$ cat src/rtl/burst_worker_fsm.sv
// ---------------------------------------------------------------------------
// burst_worker_fsm
//
// Worker FSM driven by the master sequencer's start/busy/done handshake.
// One accepted start emits BURST_LEN incrementing data words (starting at
// seed) on a valid/ready interface. A sink that stalls for STALL_LIMIT
// consecutive cycles aborts the burst with err. Completion and abort are
// reported as level flags that persist in IDLE until the next accepted start.
//
// Ports:
//   clk, rst_n            clock, asynchronous active-low reset
//   start, seed           start request (sampled in IDLE) and first data word
//   tx_valid/ready/data   beat handshake towards the sink
//   tx_last               marks the final beat of the burst
//   state                 IDLE=00, RUN=01, FINISH=10, ERROR=11
//   busy, done, err       status back to the master
//   beats_sent            beats accepted in the current/last burst
// ---------------------------------------------------------------------------
module burst_worker_fsm #(
    parameter int DATA_W      = 8,
    parameter int BURST_LEN   = 16,
    parameter int STALL_LIMIT = 1000
) (
    input  logic              clk,
    input  logic              rst_n,
    input  logic              start,
    input  logic [DATA_W-1:0] seed,
    input  logic              tx_ready,
    output logic              tx_valid,
    output logic [DATA_W-1:0] tx_data,
    output logic              tx_last,
    output logic [1:0]        state,
    output logic              busy,
    output logic              done,
    output logic              err,
    output logic [15:0]       beats_sent
);

    localparam int          SW        = $clog2(STALL_LIMIT + 1);
    localparam logic [16:0] LEN       = 17'(BURST_LEN);
    localparam logic [16:0] LAST_IDX  = 17'(BURST_LEN - 1);
    localparam logic [SW-1:0] STALL_MAX = SW'(STALL_LIMIT);

    typedef enum logic [1:0] {
        S_IDLE   = 2'b00,
        S_RUN    = 2'b01,
        S_FINISH = 2'b10,
        S_ERROR  = 2'b11
    } state_t;

    state_t            state_q, state_d;
    logic              tx_valid_q, tx_valid_d;
    logic [DATA_W-1:0] tx_data_q, tx_data_d;
    logic              tx_last_q, tx_last_d;
    logic              busy_q, busy_d;
    logic              done_q, done_d;
    logic              err_q, err_d;
    logic [15:0]       beats_q, beats_d;
    logic [SW-1:0]     stall_q, stall_d;

    logic              xfer;
    logic [16:0]       beats_inc;
    logic [SW-1:0]     stall_inc;

    assign xfer      = tx_valid_q & tx_ready;
    assign beats_inc = {1'b0, beats_q} + 17'd1;
    assign stall_inc = stall_q + 1'b1;

    always_comb begin
        state_d    = state_q;
        tx_valid_d = tx_valid_q;
        tx_data_d  = tx_data_q;
        tx_last_d  = tx_last_q;
        busy_d     = busy_q;
        done_d     = done_q;
        err_d      = err_q;
        beats_d    = beats_q;
        stall_d    = stall_q;

        case (state_q)
            S_IDLE: begin
                if (start) begin
                    state_d    = S_RUN;
                    busy_d     = 1'b1;
                    done_d     = 1'b0;
                    err_d      = 1'b0;
                    beats_d    = '0;
                    stall_d    = '0;
                    tx_data_d  = seed;
                    tx_valid_d = 1'b1;
                    tx_last_d  = (LEN == 17'd1);
                end
            end
            S_RUN: begin
                if (xfer) begin
                    // A transfer always wins over the stall limit on the same edge.
                    beats_d   = beats_inc[15:0];
                    tx_data_d = tx_data_q + 1'b1;
                    stall_d   = '0;
                    if (beats_inc == LEN) begin
                        state_d    = S_FINISH;
                        tx_valid_d = 1'b0;
                        tx_last_d  = 1'b0;
                        busy_d     = 1'b0;
                        done_d     = 1'b1;
                    end else begin
                        tx_last_d = (beats_inc == LAST_IDX);
                    end
                end else begin
                    // tx_valid is always high in RUN, so no transfer means a stall.
                    stall_d = stall_inc;
                    if (stall_inc == STALL_MAX) begin
                        state_d    = S_ERROR;
                        tx_valid_d = 1'b0;
                        tx_last_d  = 1'b0;
                        busy_d     = 1'b0;
                        done_d     = 1'b1;
                        err_d      = 1'b1;
                        stall_d    = '0;
                    end
                end
            end
            S_FINISH: state_d = S_IDLE;
            S_ERROR:  state_d = S_IDLE;
            default: begin
                state_d    = S_IDLE;
                tx_valid_d = 1'b0;
                tx_data_d  = '0;
                tx_last_d  = 1'b0;
                busy_d     = 1'b0;
                done_d     = 1'b0;
                err_d      = 1'b0;
                beats_d    = '0;
                stall_d    = '0;
            end
        endcase
    end

    always_ff @(posedge clk or negedge rst_n) begin
        if (!rst_n) begin
            state_q    <= S_IDLE;
            tx_valid_q <= 1'b0;
            tx_data_q  <= '0;
            tx_last_q  <= 1'b0;
            busy_q     <= 1'b0;
            done_q     <= 1'b0;
            err_q      <= 1'b0;
            beats_q    <= '0;
            stall_q    <= '0;
        end else begin
            state_q    <= state_d;
            tx_valid_q <= tx_valid_d;
            tx_data_q  <= tx_data_d;
            tx_last_q  <= tx_last_d;
            busy_q     <= busy_d;
            done_q     <= done_d;
            err_q      <= err_d;
            beats_q    <= beats_d;
            stall_q    <= stall_d;
        end
    end

    assign tx_valid   = tx_valid_q;
    assign tx_data    = tx_data_q;
    assign tx_last    = tx_last_q;
    assign state      = state_q;
    assign busy       = busy_q;
    assign done       = done_q;
    assign err        = err_q;
    assign beats_sent = beats_q;

endmodule

$ cat config.mk
export PLATFORM = sky130hd
export DESIGN_NAME = burst_worker_fsm
export DESIGN_NICKNAME = d
export VERILOG_FILES = /design/src/rtl/burst_worker_fsm.sv
export SDC_FILE = /design/constraint.sdc
export NUM_CORES = 1
export LEC_CHECK = 0
export CORE_MARGIN = 2
export CORE_UTILIZATION = 53
export DETAILED_ROUTE_END_ITERATION = 8
export GPL_TIMING_DRIVEN = 0
export HOLD_SLACK_MARGIN = 0.12
export PLACE_DENSITY = 0.87
export SLEW_MARGIN = 30
export SYNTH_ARGS = -nofsm -noshare
export SYNTH_HDL_FRONTEND = slang
export SYNTH_SLANG_ARGS = --single-unit
$ cat constraint.sdc
create_clock -name clk -period 2.8 [get_ports clk]
set_clock_uncertainty 0.2 [all_clocks]
set_input_delay 0.84 -clock clk [delete_from_list [all_inputs] [get_ports clk]]
set_output_delay 0.84 -clock clk [all_outputs]
set_load 0.01 [all_outputs]
Yosys cells after proc, flatten, opt, wreduce, memory -nomap -nowiden
Cells that the tools add are included.
Widths: inputs -> output; s select.
{ "word_totals": {"inputBits": 12, "n_memories": 0, "output_inout_bits": 31, "reg_bits": 40, "mem_bits_ro": 0, "elab_cells": 63, "latchBits": 0, "ram_bits": 0} }
{ "op_classes": {"add_sub_neg": 3, "reduce_logical": 9, "n_lt_le_gt_ge": 0, "n_div": 0, "multipliers": 0, "shift": 0, "mux": 30, "bitwise_logic": 1, "n_eq_ne": 12} }
{ "op_table": {"columns": ["cell", "n"], "rows": [
  ["$mux 16", 2],
  ["$pmux 16 s2", 1],
  ["$mux 10", 3],
  ["$pmux 10 s2", 1],
  ["$add 16x1->17 const B", 1],
  ["$eq 17x4->1 const B", 1],
  ["$eq 17x5->1 const B", 1],
  ["$mux 8", 2],
  ["$pmux 8 s2", 1],
  ["$mux 1", 11],
  ["$add 10x1->10 const B", 1],
  ["$eq 10x10->1 const B", 1],
  ["$reduce_and 3->1", 3],
  ["$add 8x1->8 const B", 1],
  ["$mux 2", 4],
  ["$ne 2x2->1 const B", 4],
  ["$pmux 1 s2", 4],
  ["$reduce_and 4->1", 2],
  ["$ne 3x3->1 const B", 2],
  ["$pmux 2 s3", 1],
  ["$eq 2x2->1 const B", 2],
  ["$eq 2x1->1 const B", 1],
  ["$logic_not 2->1", 1],
  ["$reduce_and 2->1", 1],
  ["3 further kinds", 3]
]} }

Logic depth before layout (Yosys ltp)
{ "depth": {"depth_word": 5, "mapped_depth": 8, "ltp_nobuf": 7} }

Worst setup path before layout
OpenSTA, ideal clock, no wires.
{ "synth_timing": {"kind": "reg-to-reg", "startpoint": "reg beats_q[0], in the netlist beats_sent[0]", "endpoint": "reg state_q[0], in the netlist state[0]", "arrival_time_ns": 2.243, "slack_ns": 0.232, "period_less_slack_ns": 2.568, "setup_ns": 0.125, "stages_incl_launch_ff": 9, "path_buffers": 1, "path_cell_list": "dfrtp_1 -> ha_1 -> buf_4 -> and4_4 -> nand2_1 -> or4b_1 -> a32oi_1 -> nand4b_1 -> mux2_2"} }
{ "synth_between": {"elab_chain_len": 4} }
{ "synth_lines": {"columns": ["item", "line_no", "text"], "rows": [
  ["start: declaration", "58", "logic [15:0] beats_q, beats_d;"],
  ["start signal: assignment", "158", "beats_q <= beats_d;"],
  ["$add 16x1->17", "66", "assign beats_inc = {1'b0, beats_q} + 17'd1;"],
  ["$eq 17x5->1", "100", "if (beats_inc == LEN) begin"],
  ["$ne 3x3->1 (no line)", null, null],
  ["$reduce_and 3->1 (no line)", null, null],
  ["end signal: assignment", "151", "state_q <= state_d;"],
  ["end: declaration", "51", "state_t state_q, state_d;"]
]} }
No other way between the ends.
A chain may end at the register's enable or synchronous reset.

Final worst setup path
Ends and elaborated chain as after synthesis.

==> results.txt <==
----------------------------------------------------
[Setup path]
  Required @ worst endpoint ... 2790 ps
  Library cell contributing the largest single delay on the critical path ... sky130_fd_sc_hd__or4b_4
  Critical path arrival ... 2710 ps
  Crit path max-delay family ... simple AND/OR/NAND/NOR gates
  Critical Path Stages ... 8
  Worst path buffer plus inverter count ... 1
  Sort of element at the start of the critical path ... flop
  Sequence of cells on the critical path ... ha_4, buf_4, and4_4, nand2_2, or4b_4, a32oi_2, nand4b_1, mux2_4
  Kind of capture point of the worst setup path ... flop
  Largest stage delay on the critical path ... 500 ps
  Critical Path Fanout Max ... 9
  Category of the critical setup timing path ... reg2reg
  R2r worst-path depth ... 8

[Route]
  Wire length per cell after detailed routing ... 15.8 um
  Routed vias/inst ... 6.20
  DRC violation count after routing ... 0
  Total Routed Length ... 6.49 mm
  Starting DRC count in detailed routing ... 265
  Number of routed nets with antenna violations ... 0
  Total via count after detailed routing ... 2549
  Drt pass-1 iters ... 5

[Floorplan]
  Initial core utilization ... 0.556
  Number of cell rows ... 24
  Horizontal die dimension ... 72.0 um
  Die Footprint ... 5190 um^2
  Area inside the core boundary ... 4410 um^2
  Die Y-Extent ... 72.0 um
  Number of top-level design ports ... 43

[Yosys]
  Part of the Yosys area used for sequential elements ... 0.408
  Primary FF master, synth ... sky130_fd_sc_hd__dfrtp_1
  Area leader, netlist ... sky130_fd_sc_hd__dfrtp_1
  Area fraction of the dominant cell type after synthesis ... 0.408
  Mean post-synth cell area ... 8.20 um^2
  Dominant cells by area after synthesis ... sky130_fd_sc_hd__dfrtp_1, sky130_fd_sc_hd__o21ai_0, sky130_fd_sc_hd__nand2_1
  Number of flops mapped to enable cells by yosys ... 0
  Async set or reset register ratio after synthesis ... 1.00
  Number of synthesized register bits ... 40
  Summed instance area of the synthesized netlist ... 2450 um^2
  Number of instances in the synthesized netlist ... 299
  Mapped Nets ... 316
  Number of warnings printed during yosys synthesis ... 0
  Number of unique standard cell types used by synthesis ... 49

[Timing]
  Worst hold margin ... 220 ps
  Worst relative slew slack ... 0.504
  Number of slew-limit violations in the final report ... 0
  Least-Margin Pin Slew ... 741 ps
  Min cycle time layout ... 2720 ps
  Number of hold-slack violations in the final timing report ... 0
  Post-route fraction of the period consumed by the critical path ... 0.972
  Peak clock frequency supported by timing ... 367 MHz
  Endpoints failing setup ... 0

[Cells and area]
  Proportion of layout cells with a drive suffix above 1 ... 0.114
  Utilization of the core after routing ... 0.718
  Area growth, synth to finish ... 29.2%
  Layout Nets ... 375
  Commonest cells after routing, fill and taps aside ... sky130_fd_sc_hd__nand2_1, sky130_fd_sc_hd__clkdlybuf4s50_1, sky130_fd_sc_hd__o21ai_0, sky130_fd_sc_hd__dfrtp_1, sky130_fd_sc_hd__nor2_1
  Diodes inserted ... 0
  Most frequent standard cell in the layout excluding fill and tap cells ... sky130_fd_sc_hd__nand2_1

[Global route]
  Number of antenna violations at the first check in global routing ... 0
  Largest net degree at the start of global routing ... 29
  Wire length of the first global-routing pass ... 10.6 mm
  Global-route total usage across every layer ... 0.259
  Vias in the first global route ... 2244
  Congestion Overflow GR ... 0

[Placement]
  Port buffer count ... 42
  GP Congestion ... 0.887
  Post-DP HPWL ... 4.37 mm

[Power and ir drop]
  Static Leak ... 1.29 nW
  Worst vdd rail ir drop ... 0.392 mV
  Pwr per Cell Area ... 637 nW/um^2

[Clock tree]
  TritonCTS Buffers ... 5
  # hold bufs at CTS ... 0
  CTS HTree Levels ... 2
  CTS sink count ... 40
  Later-pin clock latency in the skew report ... 300 ps
  Clock-pin slew on the worst setup and hold paths ... 80 ps
  CTS Buffer Depth ... 2
  TritonCTS clock tree ... built
  Cell at the root of the clock tree ... sky130_fd_sc_hd__clkbuf_8

[Hold path]
  Hold/Removal Path Class ... in2async

[Run status]
  Result of the run ... completed

[Job]
  Max capacitance violation total ... 0

----------------------------------------------------
through the flow:
step / cell area [um^2] / cells / worst slack (ps) / total power, W / TNS [ps]
after global placement: 2940 / 393 / -281 / 0.00140 / -11200
after floorplan: 2450 / 299 / 232 / 0.00115 / 0
final: 3170 / 411 / 78.1 / 0.00202 / 0
after CTS: 3070 / 402 / 36.9 / 0.00192 / 0
after global routing: 3170 / 411 / -15.2 / 0.00214 / -15.2
after detailed placement: 2950 / 394 / -97.9 / 0.00143 / -136
worst register-to-register path, delay by kind of cell, from the launching register on:
kind / cells / cell delay, ps
buffers and inverters: 1 / 140
adder cells (fa/ha/maj): 1 / 150
flip-flops: 1 / 460
AO/OA/AOI/OAI: 1 / 270
multiplexers: 1 / 320
AND/OR/NAND/NOR: 4 / 1070
final timing paths:
check                         startpoint  slack (ps)       endpoint
max in group asynchronous          rst_n        1720  beats_sent[0]
min in group clk              stall_q[0]         330     stall_q[0]
hold reg to reg               stall_q[0]         330     stall_q[0]
hold / removal                     rst_n         220     stall_q[6]
setup / recovery           beats_sent[0]          80       state[0]
setup reg to reg           beats_sent[0]          80       state[0]
cell type report:
cell class | instances | area [um^2]
Sequential cell | 40 | 1000
Clock inverter | 3 | 42.5
Fill cell | 356 | 1240
Tap cell | 52 | 65.1
Buffer | 16 | 72.6
Multi-Input combinational cell | 241 | 1410
Clock buffer | 5 | 68.8
Timing Repair Buffer | 52 | 503
Inverter | 2 | 7.51
cell usage after synthesis (4+ instances only):
master / instances
sky130_fd_sc_hd__a21oi_1: 17
sky130_fd_sc_hd__a31oi_1: 4
sky130_fd_sc_hd__and3_1: 9
sky130_fd_sc_hd__clkbuf_1: 12
sky130_fd_sc_hd__dfrtp_1: 40
sky130_fd_sc_hd__ha_1: 5
sky130_fd_sc_hd__nand2_1: 44
sky130_fd_sc_hd__nand2b_1: 5
sky130_fd_sc_hd__nand3_1: 21
sky130_fd_sc_hd__nand4_1: 7
sky130_fd_sc_hd__nor2_1: 24
sky130_fd_sc_hd__nor3_1: 5
sky130_fd_sc_hd__o21ai_0: 39
sky130_fd_sc_hd__o22ai_1: 5
sky130_fd_sc_hd__o31ai_1: 9
sky130_fd_sc_hd__xor2_1: 4
report_power, final:
group          switching (W)  internal [W]  leakage (nW)
logic               0.000341      0.000356         0.711
registers           0.000157      0.000683         0.526
clock network       0.000218      0.000264        0.0541
routing by layer:
metal,part of all wire,GRT usage
met5,0,0
met4,0.019,0.117
met3,0.059,0.0500
met2,0.48,0.392
met1,0.45,0.361
sequential cells by signal (all words and copies together) (netlist names):
name / cells
beats_sent: 16
tx_data: 8
done: 1
tx_last: 1
err: 1
stall_q: 10
state: 2
busy: 1
cells by family (layout without fill, tap and decap cells):
kind of cell             after synthesis  count (layout)  share of synthesized area
flip-flops                            40              40                      0.408
buffers and inverters                 18              78                     0.0327
multiplexers                           2               2                    0.00918
AO/OA/AOI/OAI                         91              91                      0.222
AND/OR/NAND/NOR                      136             136                      0.278
adder cells (fa/ha/maj)                5               5                     0.0255
XOR/XNOR                               7               7                     0.0250
repair_timing:
item | CTS | global route
resized for setup | 2 | 7
pin swaps | 0 | 3
buffers inserted | 0 | 9
endpoints found under the setup margin | 2 | 3
hold endpoints to repair | 0 | 0
Note: power is estimated with default switching activity, not from simulation.
